<file path="config.mk">
export PLATFORM = sky130hd
export DESIGN_NAME = filtr_driver
export DESIGN_NICKNAME = d
export VERILOG_FILES = /design/src/rtl/filtr_driver.sv
export SDC_FILE = /design/constraint.sdc
export NUM_CORES = 1
export LEC_CHECK = 0
export CORE_AREA = 2 2 154 156
export CTS_BUF_LIST = sky130_fd_sc_hd__clkbuf_16
export DETAILED_ROUTE_END_ITERATION = 10
export DIE_AREA = 0 0 156 158
export PLACE_DENSITY = 0.86
export SLEW_MARGIN = 40
export SYNTH_ARGS = -nofsm -noshare
export SYNTH_HDL_FRONTEND = slang
export SYNTH_SLANG_ARGS = --single-unit
</file>
<file path="constraint.sdc">
create_clock -name clk -period 5.7 [get_ports clk]
set_input_delay 0.855 -clock clk [delete_from_list [all_inputs] [get_ports clk]]
set_output_delay 0.855 -clock clk [all_outputs]
set_load 0.005 [all_outputs]
</file>
<file path="src/rtl/filtr_driver.sv">
// ---------------------------------------------------------------------------
// filtr_driver
//
// Sample sequencer for the adaptive notch filter core. It sits between the
// ADC deserializer and the filter. Samples arrive on a valid/ready stream and
// are buffered in a small FIFO. Each sample gets one five-cycle filter
// transaction: a single-cycle trigger, then a wait for the filter's done
// strobe, then capture of the result. The result leaves on a second
// valid/ready stream.
//
// Ports:
//   clk, reset          system clock, asynchronous active-high reset
//   s_data/s_valid/s_ready   input sample stream (s_ready = FIFO not full)
//   m_data/m_valid/m_ready   filter result stream
//   coef_in/coef_wr     new coefficient, written into a shadow register
//   flt_data_in, flt_a  sample and coefficient driven to the filter, held
//                       stable for the whole transaction
//   flt_trig            one-cycle start strobe to the filter
//   flt_done            filter completion strobe
//   flt_data_out        filter output register
//   busy                a transaction is in progress
//   err                 sticky timeout flag
//
// Build option:
//   FILTR_DRV_TIMEOUT_EN  when defined, a transaction whose done strobe does
//                         not arrive within TIMEOUT cycles of waiting is
//                         abandoned and err is set. When undefined, WAIT
//                         waits forever and err is tied low.
// ---------------------------------------------------------------------------
module filtr_driver #(
  parameter int DATA_SIZE  = 24,
  parameter int COEF_SIZE  = 35,
  parameter int FIFO_DEPTH = 8,
  parameter int TIMEOUT    = 16
) (
  input  logic                 clk,
  input  logic                 reset,
  input  logic [DATA_SIZE-1:0] s_data,
  input  logic                 s_valid,
  output logic                 s_ready,
  output logic [DATA_SIZE-1:0] m_data,
  output logic                 m_valid,
  input  logic                 m_ready,
  input  logic [COEF_SIZE-1:0] coef_in,
  input  logic                 coef_wr,
  output logic [DATA_SIZE-1:0] flt_data_in,
  output logic [COEF_SIZE-1:0] flt_a,
  output logic                 flt_trig,
  input  logic                 flt_done,
  input  logic [DATA_SIZE-1:0] flt_data_out,
  output logic                 busy,
  output logic                 err
);

  localparam int PTR_W = $clog2(FIFO_DEPTH);

  typedef enum logic [2:0] {
    IDLE,
    TRIG,
    WAIT,
    CAPT,
    HOLD
  } state_t;

  state_t state, state_next;

  logic [DATA_SIZE-1:0] fifo_mem [FIFO_DEPTH];
  logic [PTR_W-1:0]     wr_ptr;
  logic [PTR_W-1:0]     rd_ptr;
  logic [PTR_W:0]       fifo_cnt;
  logic                 fifo_full;
  logic                 fifo_empty;
  logic                 fifo_wr;
  logic                 fifo_rd;
  logic                 ready_en;
  logic [COEF_SIZE-1:0] coef_shadow;
  logic                 hold_last;
  logic                 launch;
  logic                 timeout_hit;

  // ---------------------------------------------------------------------------
  // Input FIFO. s_ready is the only write gate, so a write can never land on
  // a full FIFO. ready_en keeps s_ready low while reset is asserted and lets
  // it rise on the first clock after release.
  // ---------------------------------------------------------------------------
  assign fifo_full  = (fifo_cnt == (PTR_W+1)'(FIFO_DEPTH));
  assign fifo_empty = (fifo_cnt == '0);
  assign s_ready    = ready_en & ~fifo_full;
  assign fifo_wr    = s_valid & s_ready;
  assign fifo_rd    = launch;

  always_ff @(posedge clk or posedge reset) begin
    if (reset) begin
      ready_en <= 1'b0;
      wr_ptr   <= '0;
      rd_ptr   <= '0;
      fifo_cnt <= '0;
    end else begin
      ready_en <= 1'b1;
      if (fifo_wr)
        wr_ptr <= wr_ptr + 1'b1;
      if (fifo_rd)
        rd_ptr <= rd_ptr + 1'b1;
      case ({fifo_wr, fifo_rd})
        2'b10:   fifo_cnt <= fifo_cnt + 1'b1;
        2'b01:   fifo_cnt <= fifo_cnt - 1'b1;
        default: fifo_cnt <= fifo_cnt;
      endcase
    end
  end

  // Storage has no reset; the pointers alone define what is valid.
  always_ff @(posedge clk) begin
    if (fifo_wr)
      fifo_mem[wr_ptr] <= s_data;
  end

  // ---------------------------------------------------------------------------
  // Launch decision. The second HOLD cycle doubles as the IDLE decision so a
  // continuously fed stream triggers every five cycles rather than six. A new
  // transaction never starts while an unaccepted result is still on m_data.
  // ---------------------------------------------------------------------------
  assign launch = ((state == IDLE) || ((state == HOLD) && hold_last)) &&
                  !fifo_empty && (!m_valid || m_ready);

  // ---------------------------------------------------------------------------
  // Optional done-strobe watchdog. The counter is cleared in TRIG and counts
  // WAIT cycles; the hit fires on the last allowed WAIT cycle without done.
  // ---------------------------------------------------------------------------
`ifdef FILTR_DRV_TIMEOUT_EN
  localparam int TMO_W = $clog2(TIMEOUT + 1);

  logic [TMO_W-1:0] tmo_cnt;
  logic             err_q;

  assign timeout_hit = (state == WAIT) && !flt_done &&
                       (tmo_cnt == TMO_W'(TIMEOUT - 1));
  assign err         = err_q;

  always_ff @(posedge clk or posedge reset) begin
    if (reset) begin
      tmo_cnt <= '0;
      err_q   <= 1'b0;
    end else begin
      if (state == TRIG)
        tmo_cnt <= '0;
      else if (state == WAIT)
        tmo_cnt <= tmo_cnt + 1'b1;
      if (timeout_hit)
        err_q <= 1'b1;
    end
  end
`else
  assign timeout_hit = 1'b0;
  assign err         = 1'b0;
`endif

  // ---------------------------------------------------------------------------
  // State register plus the HOLD cycle counter.
  // ---------------------------------------------------------------------------
  always_ff @(posedge clk or posedge reset) begin
    if (reset) begin
      state     <= IDLE;
      hold_last <= 1'b0;
    end else begin
      state     <= state_next;
      hold_last <= (state == HOLD) ? !hold_last : 1'b0;
    end
  end

  // ---------------------------------------------------------------------------
  // Next-state logic.
  // ---------------------------------------------------------------------------
  always_comb begin
    state_next = state;
    case (state)
      IDLE: if (launch) state_next = TRIG;
      TRIG: state_next = WAIT;
      WAIT: begin
        if (flt_done)
          state_next = CAPT;
        else if (timeout_hit)
          state_next = HOLD;
      end
      CAPT: state_next = HOLD;
      HOLD: begin
        if (hold_last)
          state_next = launch ? TRIG : IDLE;
      end
      default: state_next = IDLE;
    endcase
  end

  // ---------------------------------------------------------------------------
  // State-decoded outputs.
  // ---------------------------------------------------------------------------
  always_comb begin
    flt_trig = (state == TRIG);
    busy     = (state != IDLE);
  end

  // ---------------------------------------------------------------------------
  // Datapath registers. The filter operands only change on a launch, so they
  // stay frozen from the trigger through the last HOLD cycle. In the output
  // stream a capture wins over a same-cycle acceptance.
  // ---------------------------------------------------------------------------
  always_ff @(posedge clk or posedge reset) begin
    if (reset) begin
      coef_shadow <= '0;
      flt_data_in <= '0;
      flt_a       <= '0;
      m_data      <= '0;
      m_valid     <= 1'b0;
    end else begin
      if (coef_wr)
        coef_shadow <= coef_in;
      if (launch) begin
        flt_data_in <= fifo_mem[rd_ptr];
        flt_a       <= coef_shadow;
      end
      if (state == CAPT) begin
        m_data  <= flt_data_out;
        m_valid <= 1'b1;
      end else if (m_ready) begin
        m_valid <= 1'b0;
      end
    end
  end

endmodule

</file>
Word level (Yosys, flattened, before mapping) --
Memories as Yosys holds them, arrays and structs flattened. A register that Yosys moved wholly into a read port is not among the register bits. Index checks and enable logic that the tools add are counted.
Operators by class: add/sub/neg operators 4, multipliers 0, div/mod/pow operators 0, magnitude comparators 0, eq/ne operators 10, shifts and indexed selects 0, mux-type cells 11, bitwise logic cells 3, reductions and logical operators 14
Operators with widths (count):
- $pmux 3 s5 | 1
- $mux 3 | 3
- $pmux 4 s2 | 1
- $add 3x1->3 const B | 2
- $eq 3x2->1 const B | 2
- $mux 1 | 6
- $ne 2x2->1 const B | 3
- $add 4x1->4 const B | 1
- $eq 4x4->1 const B | 1
- $logic_not 4->1 | 1
- $reduce_bool 2->1 | 2
- $sub 4x1->4 const B | 1
- $eq 3x1->1 const B | 1
- $eq 3x3->1 const B | 1
- $logic_and 1x1->1 | 3
- $logic_not 1->1 | 3
- $logic_not 3->1 | 1
- $reduce_and 3->1 | 1
- $reduce_bool 3->1 | 1
- $and 1x1->1 | 2
- $eq 2x1->1 const B | 1
- $eq 2x2->1 const B | 1
- $logic_or 1x1->1 | 2
- $not 1->1 | 1
Storage, ports and cells: flip-flop bits (word level) 110, bits in latches 0, bits in writable memories 192, bits in read-only memories 0, bits of input ports 89, output and inout bits 88, word-level logic and storage cells 53, memories kept 1
Memories:
- fifo_mem | words 8, bits a word 24, read ports 1, clocked after Yosys merged registers in 1, write ports 1, RTL line 67 | logic [DATA_SIZE-1:0] fifo_mem [FIFO_DEPTH];

Logic depth before layout (Yosys ltp) --
Gate-level depths: netlist of run 1.
depth in word-level cells 8, mapped depth 12, depth with buffers taken out 9

Worst setup path after synthesis of run 1 --
No wires, ideal clock.
path kind input to register, start input s_valid, end memory fifo_mem[0][0], enable pin, library setup time 435 ps, arrival time 3014 ps, path slack 2251 ps, stages on the path 3, cells stage by stage nand3_1 -> or2_2 -> nor3_1
On the way: word-level cells in the longest chain between the ends 3
RTL lines:
- from (decl) | RTL line 39 | input logic s_valid,
- $and 1x1->1 | RTL line 89 | assign fifo_wr = s_valid & s_ready;
- $mux 1 | RTL line 114 | if (fifo_wr)
- $mux 1 (implied by the code) | RTL line 115 | fifo_mem[wr_ptr] <= s_data;
- to (decl) | RTL line 67
Every way passes these cells.

Final worst setup path of run 1 --
start register fifo_cnt[0], end output s_ready
On the way: word-level cells in the longest chain between the ends 3
RTL lines:
- from (decl) | RTL line 70 | logic [PTR_W:0] fifo_cnt;
- from (signal assigned) | RTL line 105 | 2'b10: fifo_cnt <= fifo_cnt + 1'b1;
- from (signal assigned) | RTL line 106 | 2'b01: fifo_cnt <= fifo_cnt - 1'b1;
- from (signal assigned) | RTL line 107 | default: fifo_cnt <= fifo_cnt;
- $eq 4x4->1 | RTL line 86 | assign fifo_full = (fifo_cnt == (PTR_W+1)'(FIFO_DEPTH));
- $not 1->1 | RTL line 88 | assign s_ready = ready_en & ~fifo_full;
- $and 1x1->1 | RTL line 88
- to (decl) | RTL line 40 | output logic s_ready,
Every way passes these cells.

==> out/metrics.yaml, run 1 <==
vias_per_cell: 5.580
synth.avg_cell_area_um2: 19.40
hold_path_class: "flop to flop"
clock-skew-final_ns: 0.02058
grt_max_degree: 89
ctsHoldBuffers: 0
synthMuxAreaShare: 0.1962
cts_made_buffers: 34
worstPathCellList: "or4b_2 > and2_1 > clkdlybuf4s50_1"
most_numerous_cell_in_the_yosys_netlist: "sky130_fd_sc_hd__edfxtp_1"
critical_path.max_stage_delay_ns: 0.72
synth.lib_cells_used.distinct: 35
dp.final_hpwl_um: 14670
cpMaxStageDelayCell: "sky130_fd_sc_hd__or4b_2"
fp.dieH_um: 158
synth_common_cells: "sky130_fd_sc_hd__edfxtp_1 (192), sky130_fd_sc_hd__dfrtp_1 (134), sky130_fd_sc_hd__mux2_2 (95), sky130_fd_sc_hd__mux4_2 (48), sky130_fd_sc_hd__nor2_1 (34)"
fin_area_mm2: 0.01552
finalMaxSlewViolations: 0
clk_transition_reported_paths_ns: 0.06
synth_top_family_by_area: "multiplexers"
start_util: 0.5335
layout-drive-gt1-share: 0.2582
hold_slack_ns: 0.4937
ys.warnings.count: 0
clock_tree_from_tritoncts: "done"
diodes: 0
finalNetCount: 924
design.core.area_mm2: 0.02305
synth_async_sr_flop_share: 0.4110
timing.max_slew.rel_slack: 0.4763
met2WireLength_um: 12400
io_pins: 177
outcome: "finished, final reports clean"
fill_cells: 1448
register_area_mm2: 0.009121
reg2reg_setup_slack_ns: 2.96
setup_tns_after_final_layout_ns: 0
setup_viol_count_final: 0
final_antenna_net_count: 0
detail_route.iter0.violations: 401
place_congestion: 0.7607
number_of_h_tree_branching_levels: 2
synth_xor_xnor_area_share: 0.006409
fin_crit_ns: 3.215
yosys.area.top_type_share: 0.4688
worst-path-max-fanout: 6
seq_area_frac_synth: 0.7414
routed_wl_um: 24460
via_count_of_the_first_global_routing_pass: 6742
post_dr_wirelength_cell_um: 21.41
grt_use_total: 0.2032
post_synth_instance_area_mm2: 0.01230
design.die.area_mm2: 0.02465
powerDensity_mw_per_mm2: 508.9
clock_tree.buffer_depth: 3
post-synth-top-area-cell: "sky130_fd_sc_hd__edfxtp_1"
topRoutingLayerUsed: "met4"
largest_cells_by_area_after_synthesis: "sky130_fd_sc_hd__edfxtp_1 (47%), sky130_fd_sc_hd__dfrtp_1 (27%), sky130_fd_sc_hd__mux4_2 (8.8%)"
fin_total_pwr_w: 0.007898
clock_latency_on_the_worst_skew_pair_ns: 0.52
rsz_0062_raised_after_global_routing: "false"
num_vias: 6372
kind_of_end_point_of_the_critical_path: "output port"
placementRows: 56
cp-start-kind: "flop"
fraction_of_the_mapped_netlist_area_in_compound_gates: 0.01221
largest_vdd_supply_drop_mv: 0.3322
worst_ep_arrival_ns: 2.36
synth_adder_area_share: 0.005086
critical_path_required_ns: 4.85
syn_inst: 634
antenna_violations_before_repair: 0
fin_util: 0.6733
crit_type: "flop to output port"
fp.dieW_um: 156
drt-pass1-iter-count: 4
grt_remaining_overflow: 0
wl_met3_um: 1674
postSynthRegisterBits: 326
areaGrowthSynthToFinish_pct: 26.19
quantity_of_i_o_buffers_inserted_on_ports: 175
root_buf_cell: "sky130_fd_sc_hd__clkbuf_16"
cts_resized: 0
endpoints_failing_hold: 0
clkSinkCount: 326
worst_tran_pin_value_ns: 0.7856
postCtsSetupBuffers: 0
remaining_drc_errors: 0
multiInputGateArea_mm2: 0.003060
synth-edff-count: 192
max_freq_ghz: 0.3110
final_worst_path_period_share: 0.5641
synth_simple_gate_area_frac: 0.02543
postSynth.topFlopCell: "sky130_fd_sc_hd__edfxtp_1"
grt_first_pass_wirelength_um: 37790
syn_nets: 728
total_leakage_power_nw: 5.690
route.layer.met1.wl_um: 9913
dpl_cell_area_mm2: 0.01441
total_of_max_cap_violations: 0
## routing by layer
metal | up-vias | global-route usage
met3 | 41 | 0.03887
li1 | 2824 | -
met2 | 255 | 0.3470
met5 | - | 0
met4 | 0 | 0.06466
met1 | 3252 | 0.2675
## sequential cells by signal (all words and copies together) (netlist names)
signal	flops
rd_ptr	3
flt_data_in	24
wr_ptr	3
coef_shadow	35
fifo_mem	192
fifo_cnt	4
hold_last	1
m_valid	1
m_data	24
state	3
ready_en	1
flt_a	35
## stage by stage
stage               setup slack, ns  instances
CTS                           2.463       1140
global placement              2.172       1082
detailed placement            2.325       1082
finish                        2.485       1142
floorplan                     1.262        634
global route                  2.425       1142
## worst max-delay path: cells and delay by family (launching register included)
kind / cells / cell delay (ns)
flops: 1 / 0.44
simple gates: 2 / 0.93
buf+inv: 1 / 0.47
## cells in the final DEF (no fill, tap or decap), drive strengths merged, types with 4 or more instances in the layout
cell           Yosys  routed
nand2              5       5
clkinv             0      12
mux4              48      48
edfxtp           192     192
nand2b             5       5
clkdlybuf4s50      0     175
dfrtp            134     134
a21oi             25      25
ha                 5       5
clkbuf            13      35
mux2              97      97
nor2              34      34
inv                1       9
xnor2              5       5
mux2i             24      24
buf               18      16
xor2               4       4
## logic make-up after synthesis
kind of cell             after synthesis
AO/OA/AOI/OAI                         29
XOR/XNOR                               9
adder cells (fa/ha/maj)                5
buffers and inverters                 32
flip-flops                           326
multiplexers                         169
other                                  2
AND/OR/NAND/NOR                       62
## area by class of cell
class                   instances  share of cell area
clock inverters                23             0.01274
flip-flops and latches        326              0.5877
well taps                     290             0.02338
clock buffers                  35             0.05643
inverters                       1           0.0007256
repair buffers                191              0.1218
multi-input cells             276              0.1972
## path summary, 6_finish.rpt
check,start,end,cells past startpoint
max,fifo_cnt[0],s_ready,3
min,coef_shadow[0],flt_a[0],1
max reg2reg,state[0],fifo_cnt[3],7
min reg2reg,coef_shadow[0],flt_a[0],1
max in group asynchronous,reset,m_valid,3
min in group asynchronous,reset,coef_shadow[26],2
## power breakdown
part / leakage, nW / total, W / internal [W] / switching [W]
sequential: 3.29 / 0.00330 / 0.00300 / 0.000295
combinational: 1.85 / 0.00248 / 0.00146 / 0.00103
clock: 0.553 / 0.00211 / 0.00125 / 0.000861
total: 5.69 / 0.00790 / 0.00571 / 0.00218
Power figures use the tool's default switching activity.
==> inputs of run 2 (changes only) <==
==> constraint.sdc (replaced) <==
create_clock -name clk -period 2.98 [get_ports clk]
set_input_delay 0.447 -clock clk [delete_from_list [all_inputs] [get_ports clk]]
set_output_delay 0.447 -clock clk [all_outputs]
set_load 0.005 [all_outputs]
==> out/metrics.yaml, run 2 (same netlist as run 1, synthesis figures left out) <==
kind_of_end_point_of_the_critical_path: "output port"
place_congestion: 0.7166
path_delay_family: "simple AND/OR/NAND/NOR gates"
remaining_drc_errors: 0
final_cell_mix: "sky130_fd_sc_hd__edfxtp_1 (192), sky130_fd_sc_hd__clkdlybuf4s50_1 (175), sky130_fd_sc_hd__dfrtp_1 (132)"
timing.max_slew.rel_slack: 0.5347
quantity_of_i_o_buffers_inserted_on_ports: 175
design.die.area_mm2: 0.02465
clock_tree.buffer_depth: 3
routed_wl_um: 24980
clock_tree_from_tritoncts: "done"
worst_tran_pin_value_ns: 0.6959
fp.dieH_um: 158
final-instance-count-excl-fill: 1151
critical_path.max_stage_delay_ns: 0.70
hold_slack_ns: 0.3494
ctsHoldBuffers: 0
grt_remaining_overflow: 0
reg2reg_setup_slack_ns: 0.40
finalNetCount: 929
cts_resized: 0
timing.rr.end: "fifo_cnt[2]"
number_of_h_tree_branching_levels: 2
setup_viol_count_final: 0
layout-drive-gt1-share: 0.2616
largestRegisters: "fifo_mem: 192 flops, coef_shadow: 35 flops, flt_a: 35 flops"
grt_first_pass_wirelength_um: 38360
finalMaxSlewViolations: 0
grt_max_degree: 45
final_worst_path_period_share: 0.9408
largest_vdd_supply_drop_mv: 0.6394
design.core.area_mm2: 0.02305
critical_path_buf_inv_count: 1
numPlacedInstances: 1089
critical_path.reg2reg.startpoint: "fifo_cnt[0]"
fin_area_mm2: 0.01552
num_vias: 6445
cp-start-kind: "flop"
vias_per_cell: 5.599
fin_crit_ns: 2.804
cts_made_buffers: 34
via_count_of_the_first_global_routing_pass: 6862
final_antenna_net_count: 0
registers.top_by_ff_count: "fifo_mem"
max_freq_ghz: 0.3567
worstPathCellList: "or4b_2 > and2_1 > clkdlybuf4s50_1"
detail_route.iter0.violations: 389
fp.dieW_um: 156
postCtsSetupBuffers: 0
total_of_max_cap_violations: 0
areaGrowthSynthToFinish_pct: 26.15
setup_tns_after_final_layout_ns: 0
layout_commonest_cell: "sky130_fd_sc_hd__edfxtp_1"
largest_register_ffs: 192
root_buf_cell: "sky130_fd_sc_hd__clkbuf_16"
worst-path-max-fanout: 6
worst_r2r_path_depth: 9
endpoints_failing_hold: 0
critical_path_required_ns: 2.53
clkSinkCount: 326
worst_ep_arrival_ns: 2.36
clock_latency_on_the_worst_skew_pair_ns: 0.51
placementRows: 56
start_util: 0.5335
cpMaxStageDelayCell: "sky130_fd_sc_hd__or4b_2"
total_leakage_power_nw: 5.696
drt-pass1-iter-count: 4
dpl_cell_area_mm2: 0.01450
crit_type: "flop to output port"
io_pins: 177
post_dr_wirelength_cell_um: 21.70
clock-skew-final_ns: 0.01700
hold_path_class: "input pin to asynchronous set/reset pin"
grt_use_total: 0.2058
antenna_violations_before_repair: 1
outcome: "finished, final reports clean"
clk_transition_reported_paths_ns: 0.06
dp.final_hpwl_um: 15430
rsz_0062_raised_after_global_routing: "false"
powerDensity_mw_per_mm2: 964.5
==> run 2: per-layer routing <==
metal  up-vias  wire [um]  track usage
met1      3320      10060       0.2627
met3        36       1914      0.05229
met2       245      12510       0.3517
li1       2844          -            -
met5         -          0            0
met4         0        501      0.06291
==> run 2: worst max path at each step <==
| stage | startpoint | to | slack [ns] | cells past startpoint |
|---|---|---|---|---|
| after CTS | fifo_cnt[0] | s_ready | 0.15 | 3 |
| after floorplan | fifo_cnt[1] | fifo_mem[6][0] | 0.35 | 5 |
| final | fifo_cnt[0] | s_ready | 0.18 | 3 |
| after global routing | fifo_cnt[0] | s_ready | 0.12 | 3 |
| after detailed placement | m_ready | rd_ptr[1] | 0.36 | 6 |
| after global placement | m_ready | rd_ptr[1] | 0.41 | 6 |
==> run 2: through the flow <==
stage,setup slack [ns],util,total power [W]
detailed placement,0.3570,0.6291,0.01130
global placement,0.4139,0.6291,0.01110
finish,0.1764,0.6731,0.01497
global route,0.1206,0.6731,0.01578
CTS,0.1454,0.6730,0.01518
floorplan,0.3507,-,0.009123
==> run 2: final cells by class <==
type                    instances  area (um2)
flip-flops and latches        326        9121
fillers                      1513        7536
multi-input cells             276        3063
repair buffers                196        1947
clock buffers                  35       875.8
well taps                     290       362.8
clock inverters                26       136.4
inverters                       1       7.507
diodes                          1       2.502
==> run 2: report_power, final <==
group	leakage, nW	switching (W)	internal [W]
registers	3.29	0.000555	0.00575
logic	1.88	0.00201	0.00284
clock network	0.529	0.00167	0.00214
total	5.70	0.00424	0.0107
